===== config.mk =====
export PLATFORM = sky130hd
export DESIGN_NAME = seg_scan_arbiter
export DESIGN_NICKNAME = d
export VERILOG_FILES = /design/src/rtl/seg_scan_arbiter.sv
export SDC_FILE = /design/constraint.sdc
export NUM_CORES = 1
export LEC_CHECK = 0
export CAP_MARGIN = 20
export CELL_PAD_IN_SITES_DETAIL_PLACEMENT = 0
export CELL_PAD_IN_SITES_GLOBAL_PLACEMENT = 2
export CORE_MARGIN = 4
export CORE_UTILIZATION = 38
export DETAILED_ROUTE_END_ITERATION = 6
export DONT_BUFFER_PORTS = 1
export PLACE_DENSITY_LB_ADDON = 0.1
export SYNTH_ARGS = -nofsm -noshare
export SYNTH_HDL_FRONTEND = slang
export SYNTH_SLANG_ARGS = --single-unit

===== constraint.sdc =====
create_clock -name CLK -period 5.4 [get_ports CLK]
set_clock_uncertainty 0.1 [all_clocks]
set_input_delay 1.35 -clock CLK [delete_from_list [all_inputs] [get_ports CLK]]
set_output_delay 1.35 -clock CLK [all_outputs]
set_load 0.01 [all_outputs]

===== src/rtl/seg_scan_arbiter.sv =====
// Two-requester ownership arbiter for an 8-digit multiplexed 7-segment display.
// Ownership changes only at frame boundaries, with bounded hold when contested.
module seg_scan_arbiter #(
    parameter int unsigned SCAN_DIV = 1000,
    parameter int unsigned MAX_HOLD = 4
) (
    input  logic        CLK,
    input  logic        RST,
    input  logic        req_a,
    input  logic        req_b,
    input  logic [55:0] frame_a,
    input  logic [55:0] frame_b,
    output logic        gnt_a,
    output logic        gnt_b,
    output logic [7:0]  com,
    output logic [6:0]  Segout,
    output logic        frame_done
);

    localparam int unsigned PW        = $clog2(SCAN_DIV);
    localparam int unsigned HW        = (MAX_HOLD > 2) ? $clog2(MAX_HOLD) : 1;
    localparam int unsigned HOLD_LAST = (MAX_HOLD > 0) ? MAX_HOLD - 1 : 0;

    typedef enum logic [1:0] {
        S_IDLE  = 2'd0,
        S_OWN_A = 2'd1,
        S_OWN_B = 2'd2
    } state_t;

    state_t          r_state;
    logic            r_lp;      // last owner: 0 = A, 1 = B
    logic [PW-1:0]   r_presc;
    logic [2:0]      r_idx;
    logic [HW-1:0]   r_hold;

    logic [6:0]      w_dig_a [8];
    logic [6:0]      w_dig_b [8];
    logic            w_tick;
    logic            w_boundary;
    logic            w_owned;
    logic            w_req_own;
    logic            w_req_oth;
    state_t          w_other;
    logic [6:0]      w_digit;

    // Digit slicing, scan timing and owner-relative request view
    always_comb begin
        for (int k = 0; k < 8; k++) begin
            w_dig_a[k] = frame_a[7*k +: 7];
            w_dig_b[k] = frame_b[7*k +: 7];
        end
        w_tick     = (r_presc == PW'(SCAN_DIV - 1));
        w_boundary = w_tick && (r_idx == 3'd7);
        w_owned    = (r_state != S_IDLE);
        w_req_own  = (r_state == S_OWN_B) ? req_b : req_a;
        w_req_oth  = (r_state == S_OWN_B) ? req_a : req_b;
        w_other    = (r_state == S_OWN_A) ? S_OWN_B : S_OWN_A;
        w_digit    = (r_state == S_OWN_B) ? w_dig_b[r_idx] : w_dig_a[r_idx];
    end

    always_ff @(posedge CLK) begin
        if (!RST) begin
            r_state    <= S_IDLE;
            r_lp       <= 1'b1;
            r_presc    <= '0;
            r_idx      <= '0;
            r_hold     <= '0;
            gnt_a      <= 1'b0;
            gnt_b      <= 1'b0;
            com        <= 8'hFF;
            Segout     <= 7'h00;
            frame_done <= 1'b0;
        end else begin
            // Display drive lags the scan position by one cycle
            com        <= w_owned ? ~(8'd1 << r_idx) : 8'hFF;
            Segout     <= w_owned ? w_digit : 7'h00;
            frame_done <= w_owned && w_boundary;

            case (r_state)
                S_IDLE: begin
                    if (req_a || req_b) begin
                        r_presc <= '0;
                        r_idx   <= '0;
                        r_hold  <= '0;
                        if (req_a && (!req_b || r_lp)) begin
                            r_state <= S_OWN_A;
                            gnt_a   <= 1'b1;
                            gnt_b   <= 1'b0;
                            r_lp    <= 1'b0;
                        end else begin
                            r_state <= S_OWN_B;
                            gnt_a   <= 1'b0;
                            gnt_b   <= 1'b1;
                            r_lp    <= 1'b1;
                        end
                    end
                end
                default: begin
                    r_presc <= w_tick ? '0 : r_presc + PW'(1);
                    if (w_tick) begin
                        r_idx <= r_idx + 3'd1;
                    end
                    if (w_boundary) begin
                        if (!w_req_own) begin
                            r_hold <= '0;
                            if (w_req_oth) begin
                                r_state <= w_other;
                                gnt_a   <= (w_other == S_OWN_A);
                                gnt_b   <= (w_other == S_OWN_B);
                                r_lp    <= (w_other == S_OWN_B);
                            end else begin
                                r_state <= S_IDLE;
                                gnt_a   <= 1'b0;
                                gnt_b   <= 1'b0;
                            end
                        end else if (w_req_oth) begin
                            // Contested: preempt once the owner has held long enough
                            if ((MAX_HOLD != 0) && (r_hold == HW'(HOLD_LAST))) begin
                                r_hold  <= '0;
                                r_state <= w_other;
                                gnt_a   <= (w_other == S_OWN_A);
                                gnt_b   <= (w_other == S_OWN_B);
                                r_lp    <= (w_other == S_OWN_B);
                            end else if (MAX_HOLD != 0) begin
                                r_hold <= r_hold + HW'(1);
                            end
                        end else begin
                            r_hold <= '0;
                        end
                    end
                end
            endcase
        end
    end

endmodule

Word level (Yosys, flattened, before mapping)
Index checks and enable logic that the tools add are counted.

Muxes and demuxes: 50. Magnitude comparators: 1. $add $sub $neg: 3. Shifts and indexed selects: 1. Bitwise logic cells: 2. Reductions and logical operators: 16. Equal/unequal tests: 10.

Operator list (count): $bmux W7 S3 (2); $mux W7 (5); $mux W10 (3); $mux W2 (15); $mux W1 (22); $add A10 B1 Y10 const B (1); $eq A10 B10 Y1 const B (1); $mux W3 (3); $not A8 Y8 (1); $reduce_and A4 Y1 (2); $reduce_bool A2 Y1 (4); $shl A1 B3 Y8 const A (1); $eq A2 B2 Y1 const B (3); $ne A3 B1 Y1 const B (2); $reduce_and A2 Y1 (3); $eq A2 B1 Y1 const B (2); $ge A4 B4 Y1 const B (1); $not A3 Y4 (1); $add A3 B1 Y3 const B (1); $eq A3 B3 Y1 const B (1); $logic_and A1 B1 Y1 (3); $add A2 B1 Y2 const B (1); $logic_not A2 Y1 (1); $logic_or A1 B1 Y1 (2); other kinds (2) (2).

Output and inout port bits: 18. Logic and storage cells: 93. Input bits: 116. Bits in registers: 36.

Longest topological paths before layout
Gate-level depths: netlist (run 1).

Depth after elaboration: 8. Gate-level depth with buffers: 7. Depth with buffers taken out: 6.

Worst setup path before layout (run 1)
No wires, ideal clock.

Path kind: input to register. From: in frame_b[23]. To: reg Segout[2]. Required time: 5.178 ns. Arrival: 2.313 ns. Stages: 4. Setup time: 0.122 ns. Buffers on the path: 0. Slack: 2.866 ns. Cells stage by stage: mux4_2 > nor2_1 > o21ai_0 > a221o_1.

Word-level cells in the longest chain between the ends: 4.

RTL lines: start, declared (RTL line 12) `input logic [55:0] frame_b,`; $bmux W7 S3 (RTL line 58) `w_digit = (r_state == S_OWN_B) ? w_dig_b[r_idx] : w_dig_a[r_idx];`; $mux W7 (implied by the code) (2 in series) (RTL line 58); $mux W7 (RTL line 58); end signal, assigned (RTL line 76) `Segout <= w_owned ? w_digit : 7'h00;`; end, declared (RTL line 16) `output logic [6:0] Segout,`.

No other way between the ends. The select of a mux whose other input is x is not followed. A chain may end at the register's enable or synchronous reset.

Worst setup path after layout (run 1)
From: reg gnt_a. To: out gnt_a.

RTL lines: start, declared (RTL line 13) `output logic gnt_a,`; start signal, assigned (RTL line 108) `gnt_a <= (w_other == S_OWN_A);`; start signal, assigned (RTL line 121) `gnt_a <= (w_other == S_OWN_A);`.

No word-level cell between the ends.

==> results.py, run 1 <==
metrics = {
    "yosys": {
        "synth_cells": 265,
        "ys_seq_elements": 34,
        "ys.warnings.count": 0,
        "avgSynthCellArea_sq_um": 9.55,
        "async_reset_ff_share_pct": 0,
        "synth_area_sq_mm": 0.00253,
        "yosysSeqAreaShare_pct": 26.9,
        "synth_edf_count": 0,
        "synth_nets": 389,
        "synth_flop_cell": "dfxtp_1",
        "synth_cell_types": 56,
    },
    "place": {
        "io_buffers": 0,
        "placed_cell_area_sq_mm": 0.00253,
        "place_congestion": 0.739,
        "dp_hpwl_mm": 5.55,
    },
    "setup_path": {
        "required_ns": 3.95,
        "reg2regPathDepth": 4,
        "r2r_slack_ns": 3.06,
        "crit_fanout": 20,
        "path_class": "register to output port",
        "crit_end": "gnt_a",
        "reg2reg_from": "gnt_a",
        "worst_ep_arrival_time_ns": 1.10,
        "setup.worst_path.start": "gnt_a",
        "critPathCaptureType": "output port",
        "cp_num_cells": 0,
        "r2r-end": "r_idx[1]",
        "worstSetupStartpointType": "register",
    },
    "flow_run": {
        "cap_violations": 0,
    },
    "global_route": {
        "grt_pass1_vias": 2032,
        "grt_start_max_net_pins": 40,
        "grt_pass1_wl_mm": 10.5,
        "grt_overflow_total": 0,
        "track_usage_pct": 17.1,
        "antenna_found_initial": 0,
    },
    "clock_tree": {
        "cts_buffers": 5,
        "clock-root-buffer": "clkbuf_8",
        "cts_resized": 0,
        "cts_buffer_depth": 2,
        "numClockSinks": 34,
        "ctsHoldBuffers": 0,
        "tritoncts": "yes",
        "clk-insertion-delay-late_ns": 0.29,
        "path_clk_slew_ns": 0.08,
        "h-tree-depth": 2,
        "post_cts_buffers": 0,
    },
    "cells_and_area": {
        "nFillCells": 664,
        "antennaDiodeCount": 0,
        "final_common_cell": "dfxtp_1",
        "final_nets": 380,
        "drive_gt1_share_pct": 16.7,
        "area_growth_pct": 4.40,
        "finalInstanceArea_sq_mm": 0.00264,
        "layout_common_cells": "dfxtp_1 (33), nand3_1 (24), mux4_2 (23), nand2_1 (20), nor2b_1 (15)",
    },
    "routing": {
        "drt_wl_total_mm": 7.15,
        "vias": 2084,
        "drt_iter0_drc": 114,
        "ant_nets": 0,
        "viasPerCell": 6.24,
        "drc": 0,
        "first_pass_iters": 4,
        "routedWlPerCell_um": 21.4,
    },
    "sta": {
        "setup_viol": 0,
        "hold_viol": 0,
        "period_minus_slack_ns": 2.55,
        "final_max_slew_viol_count": 0,
        "period_share_pct": 47.1,
        "tightest_slew_ns": 0.748,
        "relSlewSlack_pct": 50.1,
        "fin_setup_tns_ns": 0,
        "max_clock_freq_mhz": 393,
        "rsz0062_at_grt": "false",
    },
    "floorplanning": {
        "die-area_sq_mm": 0.00803,
        "die_w_um": 89.6,
        "io_pins": 134,
        "initial_core_util_pct": 39.4,
        "die_h_um": 89.6,
        "fp-row-count": 29,
        "core_sq_mm": 0.00642,
    },
    "power_and_ir_drop": {
        "p_leak_nw": 0.832,
        "ir_drop_mv": 0.184,
        "cellPowerDensity_mw_per_mm2": 312,
    },
    "worst_hold_path": {
        "holdCritPathClass": "register to register",
    },
    "status": {
        "status": "finished, final reports clean",
    },
}
==> report_power, final <==
group	switching, mW	internal, mW
sequential	0.0552	0.281
clock	0.102	0.136
combinational	0.140	0.110
total	0.297	0.527
==> stage by stage <==
| step | hold WS [ns] | util [%] | total power, mW | setup slack [ns] | std cells |
|---|---|---|---|---|---|
| after CTS | 0.382 | 41.1 | 0.835 | 2.83 | 334 |
| after detailed placement | 0.368 | 39.5 | 0.595 | 2.78 | 326 |
| final | 0.374 | 41.1 | 0.824 | 2.85 | 334 |
| after floorplan | 0.347 | - | 0.547 | 2.87 | 265 |
| after global placement | 0.364 | 39.5 | 0.598 | 2.80 | 326 |
| after global routing | 0.425 | 41.1 | 0.884 | 2.76 | 334 |
==> registers in the layout (all words and copies together) (netlist names) <==
signal / cells
gnt_a: 1
r_lp: 1
gnt_b: 1
frame_done: 1
r_presc: 10
r_idx: 3
Segout: 7
com: 8
r_hold: 2
==> worst min path at each step <==
stage,endpoint,slack [ns],cells past startpoint,startpoint
final,r_hold[1],0.37,2,r_hold[1]
after CTS,r_hold[1],0.38,2,r_hold[1]
after detailed placement,r_hold[1],0.37,2,r_hold[1]
after global routing,r_hold[1],0.42,2,r_hold[1]
after global placement,r_hold[1],0.36,2,r_hold[1]
after floorplan,r_hold[1],0.35,2,r_hold[1]
==> synth_stat cells, types with 7 or more instances <==
library cell / instances / share of area, %
nand2_1: 20 / 3.0
mux4_2: 23 / 20
dfxtp_1: 34 / 27
nor2_1: 11 / 1.6
ha_1: 8 / 4.0
a211oi_1: 10 / 3.0
nand3_1: 24 / 4.7
a21oi_1: 9 / 1.8
nor2b_1: 15 / 3.7
a221o_1: 7 / 2.8
o21ai_0: 9 / 1.8
nor3_1: 9 / 1.8
==> logic make-up (layout without fill, tap and decap cells) <==
| logic type | Yosys count | in the layout | share of synthesized area [%] |
|---|---|---|---|
| AND/OR/NAND/NOR | 108 | 108 | 23.4 |
| AO/OA/AOI/OAI | 62 | 62 | 17.9 |
| flip-flops | 34 | 34 | 26.9 |
| multiplexers | 25 | 25 | 21.3 |
| buffers and inverters | 25 | 17 | 5.54 |
| adder cells (fa/ha/maj) | 8 | 8 | 3.95 |
| XOR/XNOR | 3 | 3 | 1.04 |
==> per-layer routing <==
metal	vias up	wire [um]	track usage (%)
met1	992	3200	24.6
met4	0	36	3.65
met5	-	0	0
met2	80	3390	25.7
met3	6	524	4.56
li1	1006	-	-
==> area by class of cell <==
class	instances	area, sq um	share of cell area, %
Tap cell	77	96.3	3.65
Clock inverter	3	40.0	1.52
Timing Repair Buffer	3	22.5	0.852
Clock buffer	5	68.8	2.60
Sequential cell	34	682	25.8
Multi-Input combinational cell	206	1710	64.7
Inverter	6	22.5	0.852
(Power assumes the default switching activity.)
==> run 2, diff against run 1 <==
--- a/config.mk
+++ b/config.mk
@@ -9,7 +9,7 @@
 export CELL_PAD_IN_SITES_DETAIL_PLACEMENT = 0
 export CELL_PAD_IN_SITES_GLOBAL_PLACEMENT = 2
 export CORE_MARGIN = 4
-export CORE_UTILIZATION = 38
+export CORE_UTILIZATION = 35
 export DETAILED_ROUTE_END_ITERATION = 6
 export DONT_BUFFER_PORTS = 1
 export PLACE_DENSITY_LB_ADDON = 0.1
==> constraint.sdc (replaced) <==
create_clock -name CLK -period 2.4 [get_ports CLK]
set_clock_uncertainty 0.1 [all_clocks]
set_input_delay 0.6 -clock CLK [delete_from_list [all_inputs] [get_ports CLK]]
set_output_delay 0.6 -clock CLK [all_outputs]
set_load 0.01 [all_outputs]
==> run 2 against run 1 <==
  * Combinational power grew to 2.8 times the previous value
  * Non-clock buffer count grew 6
  * Hold slack lost 0.069 ns
  * Sequential cell count is the same
  * Critical path depth grew 5
  * Sequential power grew 110%
  * Global-route usage shrank 0.47 points
  * Setup slack lost 2.4 ns
  * Register-to-register slack lost 2.6 ns
  * Clock power grew 91%
  * Critical endpoint is now Segout[0]
  * Largest cell class unchanged
==> results.py, run 2 (synthesis gave the netlist of run 1 again) <==
metrics = {
    "status": {
        "status": "finished, final reports clean",
    },
    "setup_path": {
        "reg2regPathDepth": 5,
        "crit_fanout": 46,
        "path_class": "register to register",
        "critPathCaptureType": "register",
        "r2r_slack_ns": 0.42,
        "worstSetupStartpointType": "register",
        "required_ns": 2.47,
        "r2r-end": "Segout[0]",
        "worst_ep_arrival_time_ns": 2.05,
        "reg2reg_from": "r_idx[0]",
    },
    "routing": {
        "drc": 0,
        "vias": 2102,
        "routedWlPerCell_um": 20.7,
        "met1_length_mm": 3.28,
        "routed-wl-met2_mm": 3.51,
        "routed.top_layer": "met4",
        "drt_wl_total_mm": 7.43,
        "met3WireLength_um": 579,
        "first_pass_iters": 4,
        "viasPerCell": 5.86,
        "ant_nets": 0,
        "drt_iter0_drc": 87,
    },
    "cells_and_area": {
        "drive_gt1_share_pct": 18.6,
        "largest_register_ffs": 10,
        "final_nets": 386,
        "final_common_cell": "dfxtp_1",
        "finalInstanceArea_sq_mm": 0.00271,
        "largest-register": "r_presc",
        "layout_common_cells": "dfxtp_1 (33), nand3_1 (24), mux4_2 (23), nand2_1 (20), nor2b_1 (15)",
        "antennaDiodeCount": 0,
        "reg.largest.list": "r_presc (10), com (8), Segout (7)",
        "area_growth_pct": 7.07,
    },
    "power_and_ir_drop": {
        "ir_drop_mv": 0.396,
        "cellPowerDensity_mw_per_mm2": 683,
        "p_leak_nw": 0.854,
    },
    "place": {
        "dp_hpwl_mm": 5.80,
        "dp_slack_ns": 0.413,
        "place_congestion": 0.754,
        "io_buffers": 0,
        "placed_cell_area_sq_mm": 0.00262,
    },
    "floorplanning": {
        "fp-row-count": 30,
        "initial_core_util_pct": 36.6,
        "io_pins": 134,
        "die_w_um": 93.0,
        "die-area_sq_mm": 0.00866,
        "die_h_um": 93.0,
        "core_sq_mm": 0.00691,
    },
    "worst_hold_path": {
        "whs_endpoint": "r_lp",
        "hold_depth": 1,
        "min-delay-start": "RST",
        "holdCritPathClass": "input port to register",
    },
    "sta": {
        "hold_ws_ns": 0.305,
        "relSlewSlack_pct": 57.5,
        "period_share_pct": 82.6,
        "tightest_slew_ns": 0.631,
        "fin_setup_tns_ns": 0,
        "period_minus_slack_ns": 1.98,
        "max_clock_freq_mhz": 505,
        "rsz0062_at_grt": "false",
        "hold_viol": 0,
        "setup_viol": 0,
        "final_max_slew_viol_count": 0,
        "fin_ws_ns": 0.418,
    },
    "clock_tree": {
        "clk-insertion-delay-late_ns": 0.28,
        "cts_buffers": 5,
        "path_clk_slew_ns": 0.07,
        "tritoncts": "yes",
        "cts_resized": 0,
        "h-tree-depth": 2,
        "ctsHoldBuffers": 0,
        "cts_buffer_depth": 2,
        "numClockSinks": 34,
        "clock-root-buffer": "clkbuf_8",
        "post_cts_buffers": 0,
    },
    "global_route": {
        "grt_pass1_wl_mm": 11.3,
        "grt_pass1_vias": 2217,
        "grt_overflow_total": 0,
        "grt_start_max_net_pins": 47,
        "antenna_found_initial": 0,
        "track_usage_pct": 16.6,
    },
    "flow_run": {
        "cap_violations": 0,
    },
}
-- run 2: routing by layer --
| metal | GRT usage, % | vias to the layer above |
|---|---|---|
| met1 | 22.7 | 987 |
| met5 | 0 | - |
| met4 | 2.93 | 0 |
| met2 | 26.5 | 85 |
| met3 | 4.75 | 9 |
| li1 | - | 1021 |
-- run 2: per-stage QoR --
stage | util [%] | instances | power (mW)
2_1_floorplan | - | 265 | 1.23
3_3_place_gp | 37.9 | 351 | 1.42
3_5_place_dp | 37.9 | 351 | 1.41
4_1_cts | 39.2 | 359 | 1.87
5_1_grt | 39.2 | 359 | 1.99
6_report | 39.2 | 359 | 1.85
-- run 2: cell type report --
class / instances / area (sq um)
Clock buffer: 6 / 82.6
Clock inverter: 2 / 12.5
Fill cell: 744 / 4200
Inverter: 6 / 22.5
Multi-Input combinational cell: 206 / 1710
Sequential cell: 34 / 682
Tap cell: 96 / 120
Timing Repair Buffer: 9 / 80.1
-- run 2: critical path: stages, from the launching register on --
cell and delay [ns]:
dfxtp_2 0.36, buf_12 0.26, mux4_2 0.53, nor2_1 0.14, o21ai_0 0.10, a221o_1 0.36
-- run 2: worst max-delay path by stage --
stage | to | slack, ns | startpoint | cells past startpoint
floorplan | Segout[6] | 0.34 | r_idx[0] | 6
global placement | Segout[0] | 0.46 | r_idx[0] | 5
detailed placement | Segout[0] | 0.41 | r_idx[0] | 5
CTS | Segout[0] | 0.42 | r_idx[0] | 5
global route | Segout[2] | 0.30 | r_idx[0] | 5
finish | Segout[0] | 0.42 | r_idx[0] | 5
-- run 2: power breakdown --
group	switching (mW)	internal (mW)
Combinational	0.388	0.305
Clock	0.224	0.231
Sequential	0.0703	0.633
Total	0.682	1.17
